File: config.mk
export PLATFORM = sky130hd
export DESIGN_NAME = alu_packet_engine
export DESIGN_NICKNAME = d
export VERILOG_FILES = /design/src/rtl/alu_packet_engine.sv
export SDC_FILE = /design/constraint.sdc
export NUM_CORES = 1
export LEC_CHECK = 0
export BUFFER_PORTS_ARGS = -buffer_cell sky130_fd_sc_hd__buf_2
export CORE_UTILIZATION = 50
export DETAILED_ROUTE_END_ITERATION = 8
export GPL_TIMING_DRIVEN = 0
export PLACE_DENSITY = 0.7
export SLEW_MARGIN = 40
export SYNTH_ARGS = -nofsm -noshare
export SYNTH_HDL_FRONTEND = slang
export SYNTH_SLANG_ARGS = --single-unit
File: constraint.sdc
create_clock -name clk_i -period 5.38 [get_ports clk_i]
set_clock_uncertainty 0.15 [all_clocks]
set_input_delay 0.269 -clock clk_i [delete_from_list [all_inputs] [get_ports clk_i]]
set_output_delay 0.269 -clock clk_i [all_outputs]
set_load 0.02 [all_outputs]
File: src/rtl/alu_packet_engine.sv
`default_nettype none
// ============================================================================
// Module   : alu_packet_engine
// Purpose  : Byte-stream packet engine for the UART ALU. It parses a 4-byte
//            header (opcode, reserved, LEN low, LEN high) and then either
//            echoes the payload byte for byte or sums the 32-bit
//            little-endian payload operands and returns the 4-byte sum.
//            Malformed or unknown packets are drained with a one-cycle
//            error pulse.
// Ports    : clk_i, reset_i (async, active-high)
//            s_axis_tdata/tvalid/tready : byte input from uart_rx
//            m_axis_tdata/tvalid/tready : byte output to uart_tx
//            busy_o : high whenever the engine is not waiting for an opcode
//            err_o  : one-cycle pulse on a malformed/unknown packet
// Revision : 1.0 - initial release
// ============================================================================
module alu_packet_engine #(
  parameter logic [7:0] OPCODE_ECHO = 8'hEC,
  parameter logic [7:0] OPCODE_ADD  = 8'h01
) (
  input  logic       clk_i,
  input  logic       reset_i,
  input  logic [7:0] s_axis_tdata,
  input  logic       s_axis_tvalid,
  output logic       s_axis_tready,
  output logic [7:0] m_axis_tdata,
  output logic       m_axis_tvalid,
  input  logic       m_axis_tready,
  output logic       busy_o,
  output logic       err_o
);

  typedef enum logic [2:0] {
    HDR_OP    = 3'd0,
    HDR_RSV   = 3'd1,
    HDR_LEN_L = 3'd2,
    HDR_LEN_H = 3'd3,
    ECHO      = 3'd4,
    ADD_RX    = 3'd5,
    ADD_TX    = 3'd6,
    DROP      = 3'd7
  } state_t;

  state_t      state_q,   state_d;
  logic [7:0]  opcode_q,  opcode_d;
  logic [7:0]  len_lo_q,  len_lo_d;
  logic [15:0] cnt_q,     cnt_d;
  logic [31:0] acc_q,     acc_d;
  logic [23:0] opbuf_q,   opbuf_d;
  logic [1:0]  tx_idx_q,  tx_idx_d;
  logic        m_valid_q, m_valid_d;
  logic [7:0]  m_data_q,  m_data_d;
  logic        err_q,     err_d;

  logic        s_ready;
  logic        s_fire;
  logic [15:0] len_full;
  logic [15:0] payload;
  logic [7:0]  tx_byte;

  assign len_full = {s_axis_tdata, len_lo_q};
  assign payload  = len_full - 16'd4;

  // Input ready depends on state; forced low while reset is held.
  always_comb begin
    s_ready = 1'b0;
    case (state_q)
      HDR_OP:                        s_ready = !m_valid_q; // don't let a pending echo byte be overtaken
      HDR_RSV, HDR_LEN_L, HDR_LEN_H: s_ready = 1'b1;
      ECHO:                          s_ready = !m_valid_q || m_axis_tready;
      ADD_RX, DROP:                  s_ready = 1'b1;
      ADD_TX:                        s_ready = 1'b0;
      default:                       s_ready = 1'b0;
    endcase
  end

  assign s_axis_tready = s_ready && !reset_i;
  assign s_fire        = s_axis_tvalid && s_axis_tready;

  always_comb begin
    tx_byte = acc_q[7:0];
    case (tx_idx_q)
      2'd0:    tx_byte = acc_q[7:0];
      2'd1:    tx_byte = acc_q[15:8];
      2'd2:    tx_byte = acc_q[23:16];
      default: tx_byte = acc_q[31:24];
    endcase
  end

  // The sum is streamed straight from the accumulator; echo bytes come from
  // the single output register. The two never overlap because ADD_TX is only
  // reachable through HDR_OP, which waits for the output register to empty.
  assign m_axis_tvalid = m_valid_q || (state_q == ADD_TX);
  assign m_axis_tdata  = (state_q == ADD_TX) ? tx_byte : m_data_q;
  assign busy_o        = (state_q != HDR_OP);
  assign err_o         = err_q;

  always_comb begin
    state_d   = state_q;
    opcode_d  = opcode_q;
    len_lo_d  = len_lo_q;
    cnt_d     = cnt_q;
    acc_d     = acc_q;
    opbuf_d   = opbuf_q;
    tx_idx_d  = tx_idx_q;
    m_valid_d = m_valid_q;
    m_data_d  = m_data_q;
    err_d     = 1'b0;

    if (m_valid_q && m_axis_tready) begin
      m_valid_d = 1'b0;
    end

    case (state_q)
      HDR_OP: begin
        if (s_fire) begin
          opcode_d = s_axis_tdata;
          state_d  = HDR_RSV;
        end
      end
      HDR_RSV: begin
        if (s_fire) state_d = HDR_LEN_L;
      end
      HDR_LEN_L: begin
        if (s_fire) begin
          len_lo_d = s_axis_tdata;
          state_d  = HDR_LEN_H;
        end
      end
      HDR_LEN_H: begin
        if (s_fire) begin
          cnt_d = payload;
          if (len_full < 16'd4) begin
            // Counter held at zero so a short LEN never appears as a huge payload.
            cnt_d   = 16'd0;
            err_d   = 1'b1;
            state_d = HDR_OP;
          end else if (opcode_q == OPCODE_ECHO) begin
            state_d = (payload == 16'd0) ? HDR_OP : ECHO;
          end else if (opcode_q == OPCODE_ADD && payload[1:0] != 2'd0) begin
            err_d   = 1'b1;
            state_d = (payload == 16'd0) ? HDR_OP : DROP;
          end else if (opcode_q == OPCODE_ADD) begin
            acc_d    = 32'd0;
            tx_idx_d = 2'd0;
            state_d  = (payload == 16'd0) ? ADD_TX : ADD_RX;
          end else begin
            err_d   = 1'b1;
            state_d = (payload == 16'd0) ? HDR_OP : DROP;
          end
        end
      end
      ECHO: begin
        if (s_fire) begin
          m_data_d  = s_axis_tdata;
          m_valid_d = 1'b1;
          cnt_d     = cnt_q - 16'd1;
          if (cnt_q == 16'd1) state_d = HDR_OP;
        end
      end
      ADD_RX: begin
        if (s_fire) begin
          opbuf_d = {s_axis_tdata, opbuf_q[23:8]};
          cnt_d   = cnt_q - 16'd1;
          // Payload length is a multiple of 4, so the count's low bits mark
          // the operand byte position: a count of 1 mod 4 is the top byte.
          if (cnt_q[1:0] == 2'd1) begin
            acc_d = acc_q + {s_axis_tdata, opbuf_q};
          end
          if (cnt_q == 16'd1) state_d = ADD_TX;
        end
      end
      ADD_TX: begin
        if (m_axis_tready) begin
          tx_idx_d = tx_idx_q + 2'd1;
          if (tx_idx_q == 2'd3) state_d = HDR_OP;
        end
      end
      DROP: begin
        if (s_fire) begin
          cnt_d = cnt_q - 16'd1;
          if (cnt_q == 16'd1) state_d = HDR_OP;
        end
      end
      default: state_d = HDR_OP;
    endcase
  end

  always_ff @(posedge clk_i or posedge reset_i) begin
    if (reset_i) begin
      state_q   <= HDR_OP;
      opcode_q  <= 8'd0;
      len_lo_q  <= 8'd0;
      cnt_q     <= 16'd0;
      acc_q     <= 32'd0;
      opbuf_q   <= 24'd0;
      tx_idx_q  <= 2'd0;
      m_valid_q <= 1'b0;
      m_data_q  <= 8'd0;
      err_q     <= 1'b0;
    end else begin
      state_q   <= state_d;
      opcode_q  <= opcode_d;
      len_lo_q  <= len_lo_d;
      cnt_q     <= cnt_d;
      acc_q     <= acc_d;
      opbuf_q   <= opbuf_d;
      tx_idx_q  <= tx_idx_d;
      m_valid_q <= m_valid_d;
      m_data_q  <= m_data_d;
      err_q     <= err_d;
    end
  end

endmodule
`default_nettype wire

Word-level counts from Yosys, hierarchy flattened
Index checks and enable logic that the tools add are counted.

word-level totals
  logic and storage cells = 121
  register bits after elaboration = 103
  bits of input ports = 12

operators by class
  reductions and logical operators = 27
  magnitude comparators = 1
  equality and inequality tests = 30
  muxes and demuxes = 49
  add/subtract/negate cells = 4

operator list
  operator               count
  $mux 32                7
  $pmux 32 s2            1
  $mux 16                3
  $mux 3                 16
  $add 32x32->32         1
  $pmux 16 s2            1
  $ne 2x2->1 const B     12
  $pmux 8 s3             1
  $pmux 3 s7             1
  $eq 16x1->1 const B    1
  $logic_not 16->1       1
  $lt 16x3->1 const B    1
  $sub 16x1->16 const B  1
  $sub 16x3->16 const B  1
  $mux 2                 7
  $eq 3x3->1 const B     4
  $reduce_and 10->1      1
  $mux 1                 9
  $eq 8x1->1 const B     1
  $eq 8x8->1 const B     1
  $mux 8                 1
  $ne 2x1->1 const B     4
  $reduce_and 2->1       4
  $reduce_and 8->1       1
  other kinds (19)       30

Longest topological paths before layout
Gate-level depths: netlist of run 1.

  depth after elaboration = 9
  gate-level depth with buffers = 13
  gate-level depth less buffers = 12

Least setup slack after synthesis of run 1
OpenSTA, ideal clock, no wires.

  path kind = input to register
  start point = input reset_i
  end point = register acc_q[31]
  library setup time = 0.135 ns
  arrival = 4.090 ns
  buffers on the path = 0
  setup slack = 1.006 ns
  data required time = 5.095 ns
  stages on the path = 8
  cells stage by stage = inv_1 > o31a_1 > nand2_2 > nor3_4 > a31oi_4 > a311o_1 > o31ai_1 > o31ai_1

between the ends
  word-level cells in the longest chain between the ends = 5
  elaborated cells between the ends (all ways) = 6
  those cells by class = 2 x eq/ne; 4 x reduce/logical

ends and longest elaborated chain
  element                       line  RTL
  start, declared               22    input logic reset_i,
  $logic_not 1->1 (no line) *   -
  $logic_and 1x1->1 *           77    assign s_axis_tready = s_ready && !reset_i;
  via s_axis_tready             25    output logic s_axis_tready,
  $logic_and 1x1->1 *           78    assign s_fire = s_axis_tvalid && s_axis_tready;
  $ne 2x2->1 (no line)          -
  $reduce_and 8->1 (no line) *  -
  end signal, assigned          195   acc_q <= 32'd0;
  end signal, assigned          206   acc_q <= acc_d;
  end, declared                 48    logic [31:0] acc_q, acc_d;

Mark *: on every way through the listed nets, which the timed path passes. The rest lies on a longest branch.
A chain may end at the register's enable or synchronous reset.

Final worst setup path of run 1
  start point = register acc_q[0]
  end point = register acc_q[28]

between the ends
  word-level cells in the longest chain between the ends = 4

ends and longest elaborated chain
  element         line  RTL
  $add 32x32->32  168   acc_d = acc_q + {s_axis_tdata, opbuf_q};
  $mux 32         167   if (cnt_q[1:0] == 2'd1) begin
  $mux 32         162   if (s_fire) begin
  $pmux 32 s2     114   case (state_q)

No other way between the ends. The select of a mux whose other input is x is not followed.

==> results of run 1 <==
kinds of logic after synthesis:
family,count (synthesis),share of synthesized area [%]
AOI/OAI and AO/OA,220,20.6
xor gates and xnor gates,38,4.93
adders and majority gates,41,7.71
buffers and inverters,55,3.71
DFF,103,38.2
muxes,26,4.26
and+or+nand+nor,288,20.6
timing repair:
| item | in CTS | in global routing |
|---|---|---|
| hold endpoints to repair | 27 | 0 |
| hold buffers | 1 | 0 |
| endpoints found under the setup margin | 0 | 0 |
flip-flops by register name (all words and copies together) (netlist names):
name       flops
tx_idx_q       2
state_q        3
opcode_q       8
m_valid_q      1
m_data_q       8
acc_q         32
cnt_q         16
opbuf_q       24
len_lo_q       8
err_o          1
worst min-delay path by stage:
stage / startpoint / end / cells past startpoint
2_1_floorplan: m_axis_tready / m_valid_q / 1
3_3_place_gp: opbuf_q[0] / opbuf_q[0] / 2
3_5_place_dp: reset_i / err_o / 2
4_1_cts: m_axis_tready / m_valid_q / 2
5_1_grt: m_axis_tready / m_valid_q / 2
6_report: m_axis_tready / m_valid_q / 2
cell usage in the layout, fill, tap and decap left out, types with 20 or more instances in the layout:
master	count
a21oi_1	58
xor2_1	21
nand2_1	149
a21o_1	20
ha_1	40
mux2_2	22
dfrtp_1	103
o21ai_0	73
clkbuf_1	29
buf_2	31
nor2_1	38
report_power, final:
group	internal, mW	switching (mW)	total [mW]
Combinational	0.565	0.860	1.43
Clock	0.330	0.335	0.665
Sequential	1.04	0.263	1.30
area by class of cell:
cell class / instances / area (um2) / share of cell area [%]
Tap cell: 176 / 220 / 2.97
Multi-Input combinational cell: 613 / 3920 / 52.8
Clock inverter: 7 / 68.8 / 0.927
Sequential cell: 103 / 2580 / 34.7
Inverter: 12 / 52.6 / 0.708
Clock buffer: 9 / 225 / 3.03
Timing Repair Buffer: 25 / 153 / 2.06
Buffer: 43 / 205 / 2.76
through the flow:
step	hold WS, ns	std cells
final	0.0527	988
after global routing	0.0561	988
after CTS	0.0457	988
after detailed placement	0.104	971
after global placement	0.317	970
after floorplan	0.215	771
per-layer routing:
metal,track usage [%],up-vias
li1,-,2839
met1,37.0,2906
met2,42.2,232
met3,7.19,37
met4,9.05,0
met5,0,-
==> results.md, run 1 <==
- Worst Setup End Kind: register
- WL met3: between 1000 and 1500 um
- Fmax: approximately 300 MHz
- Post-synthesis async set-or-reset flop share: between 90% and 100%
- Synth Register Bits: slightly above 100
- Cell Area, Synth: ~6700 um2
- P_leak: 3.46 nW
- Clock-pin slew on the worst setup and hold paths: 0.08 ns
- First-pass GRT wire length: between 20,000 and 30,000 um
- Clock Path Buffers: 2
- Sink Count: between 100 and 150
- Register area share after synthesis: 38.2%
- Total power draw: 3.39 mW
- Layout area overhead: 9.99%
- Share of layout cells above drive strength 1: roughly an eighth
- Post-synth EDFFs: 0
- Drt total wl: 18,500 um
- Unrepaired setup endpoints after global routing: false
- Antenna Cells: 0
- Crit path max-delay family: compound AO/OA/AOI/OAI gates
- # Post-CTS Setup Buffers: 0
- Yosys top cell by area: dfrtp_1
- Crit-path cells: ha_1 -> fa_1 -> a21o_1 -> a21o_1 -> a211oi_1 -> o211ai_1 -> nand4_1 -> nand3_1 -> o311ai_0 -> nor4b_1 -> nand3b_1
- Antenna viol nets, final: 0
- Root buffer cell: clkbuf_16
- Post-synth top cells: 149 x nand2_1, 103 x dfrtp_1, 73 x o21ai_0
- Grt ovf: 0
- CTS Buf Count: 9
- Final slew viol count: 0
- DRT met1 WL: between 8000 and 9000 um
- Core area: 13,200 um2
- Slew margin rel.: between 50% and 60%
- Max_cap viols: 0
- Die Span Y: roughly 120 um
- Routed vias: approximately 6.0k
- Critical R2R Capture: acc_q[28]
- Critical path depth in cells: 11
- WP data required: 5.48 ns
- Crit path DAT: roughly 3.5 ns
- YS warnings: 0
- Syn Nets: just over 800
- Status: finished clean
- Met2 WL: approximately 8300 um
- Place WS: approximately 2 ns
- Synth top area cells: dfrtp_1 38%, nand2_1 8.3%, ha_1 7.4%
- TritonRoute pass-1 iters: 7
- FF-to-FF Start: acc_q[0]
- Top-area cell type share of the netlist area: 38.2%
- Top-Level Pins: 24
- DPL Wire Length: approximately 14,000 um
- Worst path most repeated cell: a21o_1
- CTS tree: built
- Most used DFF post-synth: dfrtp_1
- Setup slack, reg-to-reg: a little over 2 ns
- Htree depth: 3
- Later-pin clock latency in the skew report: roughly 0.36 ns
- GRT Total Usage: between 20% and 30%
- Gpl congestion: between 0.9 and 1
- Crit Path Category: register to register
- Most common cell in the netlist: nand2_1
- Initial detailed-routing violation count: ~650
- Final core occ: between 50% and 60%
- Placement Cell Area: just over 7000 um2
- Via density: 6.09
- PostCTS Resize Cnt: 0
- Final instance area: ~7400 um2
- Power Dens Cells: 457 nW/um2
- Final nets: 860
- DRC: 0
- Avg Cell Area, Syn: approximately 8.8 um2
- Final setup viols: 0
- Slew @ Worst Pin: 0.683 ns
- Drt wl/cell: 18.7 um
- CP bufs+invs: 0
- Final hold violation count: 0
- Largest net degree at the start of global routing: a little under 80
- Final WS setup: between 2 and 2.5 ns
- R2R cell count: 11
- Antenna violations before repair: 0
- Crit-path max FO: 3
- Setup_tns: 0 ns
- CP Launch Point: acc_q[0]
- VDD IR-drop max: 0.220 mV
- Crit share post-route: slightly above 60%
- Die ar.: about 14,000 um2
- Initial Utilization: 51.2%
- Uppermost layer routed: met4
- Synth cell types: 71
- Slowest CP cell: o311ai_0
- Row count: between 40 and 50
- # fillers: approximately 1.2k
- Cells after Synth: between 700 and 800
- Largest stage delay, worst path: 0.44 ns
- Die X: 118 um
- Tmin final: roughly 3.3 ns
- Worst Setup EP: acc_q[28]
- PortBufs: 23
- Hold crit path type: input pin to register
- Crit start category: register
- Vias in the first global route: ~5.8k
Power figures use the tool's default switching activity.
==> run 2, diff against run 1 <==
Settings changed: PLACE_DENSITY 0.7 to 0.72.
Clock period 5.38 ns to 3 ns, I/O delays scaled along.
==> results.md, run 2 (synthesized netlist as in run 1, its figures left out) <==
- Status: finished clean
- Crit Path Category: register to register
- Total power draw: about 6.3 mW
- Hold path endpoint: opbuf_q[18]
- Root buffer cell: clkbuf_16
- Commonest non-fill, non-tap cell in the layout: nand2_1
- Worst Setup End Kind: register
- TritonRoute pass-1 iters: 5
- P_leak: roughly 3.6 nW
- Layout area overhead: 15.6%
- Htree depth: 3
- Grt ovf: 0
- Vias in the first global route: just under 6k
- CTS tree: built
- Initial Utilization: 51.2%
- Crit share post-route: between 90% and 100%
- Die ar.: between 10,000 and 15,000 um2
- Slew margin rel.: approximately half
- Crit-path max FO: 3
- Crit start category: register
- Slew @ Worst Pin: slightly above 0.7 ns
- Clock Path Buffers: 2
- Antenna violations before repair: 0
- Final setup viols: 0
- Final nets: around 880
- Clock-pin slew on the worst setup and hold paths: about 0.080 ns
- Via density: roughly 6
- Hold-critical path depth: 4
- Hold_ws: ~0.029 ns
- Drt total wl: ~19,000 um
- Unrepaired setup endpoints after global routing: true
- Setup slack, reg-to-reg: 0.02 ns
- Die X: 118 um
- Finished Layout Cells: slightly above 1k
- Max reg flops: 32
- PortBufs: 23
- Top-Level Pins: 24
- FF-to-FF Start: acc_q[0]
- Fmax: around 340 MHz
- Row count: 42
- Max_cap viols: 0
- First-pass GRT wire length: ~30,000 um
- Crit path DAT: between 3 and 4 ns
- Hold crit path type: input pin to register
- Antenna Cells: 0
- CP Launch Point: acc_q[0]
- Final hold violation count: 0
- Placed Instances: 975
- Power Dens Cells: approximately 800 nW/um2
- Die Span Y: around 120 um
- Drt wl/cell: 18.6 um
- Later-pin clock latency in the skew report: around 0.36 ns
- Largest register by flop count: acc_q
- Largest net degree at the start of global routing: 26
- DPL Wire Length: ~14,000 um
- Most frequent cells in the layout: 145 x nand2_1, 102 x dfrtp_1, 69 x o21ai_0
- Core area: about 13,000 um2
- CTS Buf Count: 9
- VDD IR-drop max: 0.367 mV
- WP data required: 3.14 ns
- Initial detailed-routing violation count: 638
- Final slew viol count: 0
- Critical R2R Capture: acc_q[30]
- Gpl congestion: around 0.95
- Routed vias: just over 6k
- GRT Total Usage: between 20 and 30%
- Sink Count: 103
- DRC: 0
- Share of layout cells above drive strength 1: about 17%
- R2R cell count: 11
- # fillers: 1,138
- Regs by FF count: acc_q x32, opbuf_q x24, cnt_q x16
- Hold_sp: s_axis_tdata[2]
- Antenna viol nets, final: 0
- Tmin final: roughly 3.0 ns
-- run 2: power breakdown --
part           internal, mW  switching, mW
Clock                 0.668          0.596
Sequential             1.86          0.485
Combinational          1.08           1.57
-- run 2: how the worst max path moves through the flow --
stage | endpoint | depth (start not counted)
after floorplan | m_data_q[0] | 6
after global placement | acc_q[29] | 9
after detailed placement | acc_q[28] | 11
after CTS | acc_q[28] | 11
after global routing | acc_q[28] | 11
final | acc_q[30] | 11
-- run 2: per-stage QoR --
step	cell area, um2	TNS, ns	utilization, %	setup WS [ns]
floorplan	6780	-1.35	-	-0.0773
finish	7800	0	59.2	0.0199
global route	7800	-0.161	59.2	-0.0406
detailed placement	7230	-1.23	54.8	-0.423
global placement	7120	-61.79	54.0	-0.863
CTS	7650	-0.00799	58.0	-0.00799
-- run 2: area by class of cell --
| class | count | area, um2 | share of cell area, % |
|---|---|---|---|
| well taps | 176 | 220 | 2.82 |
| flip-flops and latches | 103 | 2580 | 33.1 |
| plain buffers | 42 | 223 | 2.85 |
| repair buffers | 48 | 385 | 4.94 |
| inverters | 12 | 48.8 | 0.625 |
| clock inverters | 7 | 92.6 | 1.19 |
| multi-input cells | 613 | 4030 | 51.6 |
| clock buffers | 9 | 225 | 2.89 |
-- run 2: repair_timing --
item	4_1_cts	5_1_grt
resized for setup	10	13
buffers inserted	2	14
pin swaps	8	19
setup endpoints to repair	7	12
hold buffers	4	0
endpoints found under the hold margin	70	0
-- run 2: critical path: stages (launching register included) --
cell and delay, ns:
dfrtp_1 0.38, ha_2 0.20, fa_2 0.35, a21o_1 0.17, a21o_1 0.19, a211oi_2 0.33
o211ai_1 0.23, nand4_1 0.16, nand3_2 0.15, o21ai_0 0.32, nand4b_1 0.16, o211ai_2 0.11
-- run 2: metal layers --
layer | wire, um | share of wire, % | vias up | global-route usage (%)
met5 | 0 | 0 | - | 0
met4 | 554 | 3.0 | 0 | 9.86
met3 | 1330 | 7.1 | 54 | 5.41
met2 | 8460 | 45 | 249 | 42.4
met1 | 8410 | 45 | 2957 | 38.7
li1 | - | - | 2884 | -
==> run 3, diff against run 2 <==
Settings changed: CTS_BUF_LIST set to sky130_fd_sc_hd__clkbuf_8.
==> results.md, run 3 (synthesized netlist as in run 1, its figures left out) <==
- GRT Total Usage: roughly 28%
- Unrepaired setup endpoints after global routing: true
- FF-to-FF Start: opbuf_q[0]
- Crit-path max FO: 3
- Share of layout cells above drive strength 1: 18.1%
- VDD IR-drop max: around 0.4 mV
- Vias in the first global route: ~5.9k
- Sink Count: roughly 100
- Final core occ: between 50% and 60%
- Setup slack, reg-to-reg: 0.03 ns
- Multi-input logic area: 4040 um2
- Die Span Y: about 120 um
- DPL Wire Length: between 10,000 and 15,000 um
- CTS Buf Count: 9
- Sequential cell area: approximately 2600 um2
- Placed Instances: a little under 1k
- Fmax: 337 MHz
- Final instance area: ~7800 um2
- Drt wl/cell: between 15 and 20 um
- Crit share post-route: around 99%
- Flop pwr share: 39.0%
- Final slew viol count: 0
- Clock Path Buffers: 2
- Sw Ratio: between 40% and 50%
- Slew @ Worst Pin: between 0.7 and 0.8 ns
- Max_cap viols: 0
- Crit path DAT: between 3 and 4 ns
- Clock-pin slew on the worst setup and hold paths: between 0.1 and 0.15 ns
- Later-pin clock latency in the skew report: 0.40 ns
- Largest stage delay, worst path: 0.40 ns
- Critical R2R Capture: acc_q[28]
- Grt ovf: 0
- P_leak: approximately 3.6 nW
- Antenna viol nets, final: 0
- # fillers: between 1k and 1.5k
- Worst Setup End Kind: register
- Via density: 6.05
- Root buffer cell: clkbuf_8
- Hold crit path type: input pin to asynchronous set/reset pin
- Finished Layout Cells: a little over 1k
- Regs by FF count: acc_q x32, opbuf_q x24, cnt_q x16
- Drt total wl: 18,800 um
- Routed vias: 6,145
- Largest net degree at the start of global routing: 26
- WP data required: approximately 3.2 ns
- P_sw: 2.63 mW
- Slew margin rel.: between 50% and 60%
- Antenna violations before repair: 0
- R2R cell count: 11
- PortBufs: 23
- Final hold violation count: 0
- Core area: ~13,000 um2
- Crit start category: register
- First-pass GRT wire length: 30,300 um
- DRC: 0
- Initial Utilization: about half
- Crit Path Category: register to register
- Gpl congestion: around 0.95
- Most frequent cells in the layout: 145 x nand2_1, 102 x dfrtp_1, 68 x o21ai_0
- Final nets: 887
- Placement Cell Area: roughly 7200 um2
- Final setup viols: 0
- Crit-path cells: ha_2 -> fa_2 -> a21o_1 -> a21o_1 -> a211oi_2 -> o211ai_1 -> nand4_1 -> nand3_2 -> o311ai_4 -> nor4b_1 -> nand3b_1
- Top-Level Pins: 24
- Die ar.: roughly 14,000 um2
- Power Dens Cells: slightly below 800 nW/um2
- TritonRoute pass-1 iters: 5
- Commonest non-fill, non-tap cell in the layout: nand2_1
- Die X: between 100 and 150 um
- Clk pwr share: between 10% and 20%
- CTS tree: built
- Slowest CP cell: dfrtp_1
- Tmin final: a little under 3 ns
- Initial detailed-routing violation count: slightly above 500
- Worst path most repeated cell: a21o_1
- Htree depth: 3
- Total power draw: 5.99 mW
- Largest register by flop count: acc_q
- Worst Setup EP: acc_q[28]
- Antenna Cells: 0
- Row count: 42
- Max reg flops: 32
- CP Launch Point: opbuf_q[0]
- Status: finished clean
- Internal cell power: between 3 and 4 mW
- Layout area overhead: 14.9%
- Gate power share: between 40% and 50%
## run 3: repair_timing
| item | in CTS | in global routing |
|---|---|---|
| buffers inserted | 3 | 18 |
| gates cloned | 0 | 0 |
| pin swaps | 6 | 27 |
| endpoints found under the setup margin | 7 | 12 |
| endpoints found under the hold margin | 78 | 0 |
| hold buffers | 6 | 0 |
| gates resized for setup | 9 | 19 |
## run 3: layout make-up
class                           instances  share of cell area [%]
Buffer                                 40                    2.74
Clock buffer                            9                    1.60
Clock inverter                          7                    1.19
Inverter                               12                   0.629
Multi-Input combinational cell        613                    52.0
Sequential cell                       103                    33.2
Tap cell                              176                    2.84
Timing Repair Buffer                   55                    5.71
## run 3: worst min path at each step
stage,cells after the start,start,slack [ns],to
2_1_floorplan,1,m_axis_tready,0.1,m_valid_q
3_3_place_gp,2,m_axis_tready,0.29,m_valid_q
3_5_place_dp,2,reset_i,-0.11,m_valid_q
4_1_cts,3,reset_i,0.006,m_valid_q
5_1_grt,3,reset_i,0.01,m_valid_q
6_report,3,reset_i,0.02,m_valid_q
## run 3: worst max-delay path: cells and delay by family (launching register included)
| family | cells | cell delay (ns) |
|---|---|---|
| adders and majority gates | 2 | 0.58 |
| DFF | 1 | 0.40 |
| and+or+nand+nor | 4 | 0.56 |
| AOI/OAI and AO/OA | 5 | 1.18 |
## run 3: layer usage
layer	global-route usage, %	vias to the layer above	wire length [um]
li1	-	2888	-
met1	38.9	2996	8550
met2	42.5	220	8600
met3	6.13	41	1250
met4	9.70	0	436
met5	0	-	0
## run 3: metrics by stage
step / setup WS, ns / setup TNS [ns] / hold WS, ns
detailed placement: -0.423 / -1.23 / -0.106
global placement: -0.863 / -61.79 / 0.292
finish: 0.0298 / 0 / 0.0221
CTS: -0.0391 / -0.0391 / 0.00567
floorplan: -0.0773 / -1.35 / 0.0964
global route: -0.0638 / -0.225 / 0.0119
## run 3: power by group through the flow
stage	clock network, mW	logic, mW	registers [mW]
3_5_place_dp	0	2.51	2.35
4_1_cts	0.988	2.56	2.32
2_1_floorplan	0	1.94	2.18
3_3_place_gp	0	2.41	2.33
6_report	0.972	2.68	2.34
5_1_grt	1.04	2.95	2.39
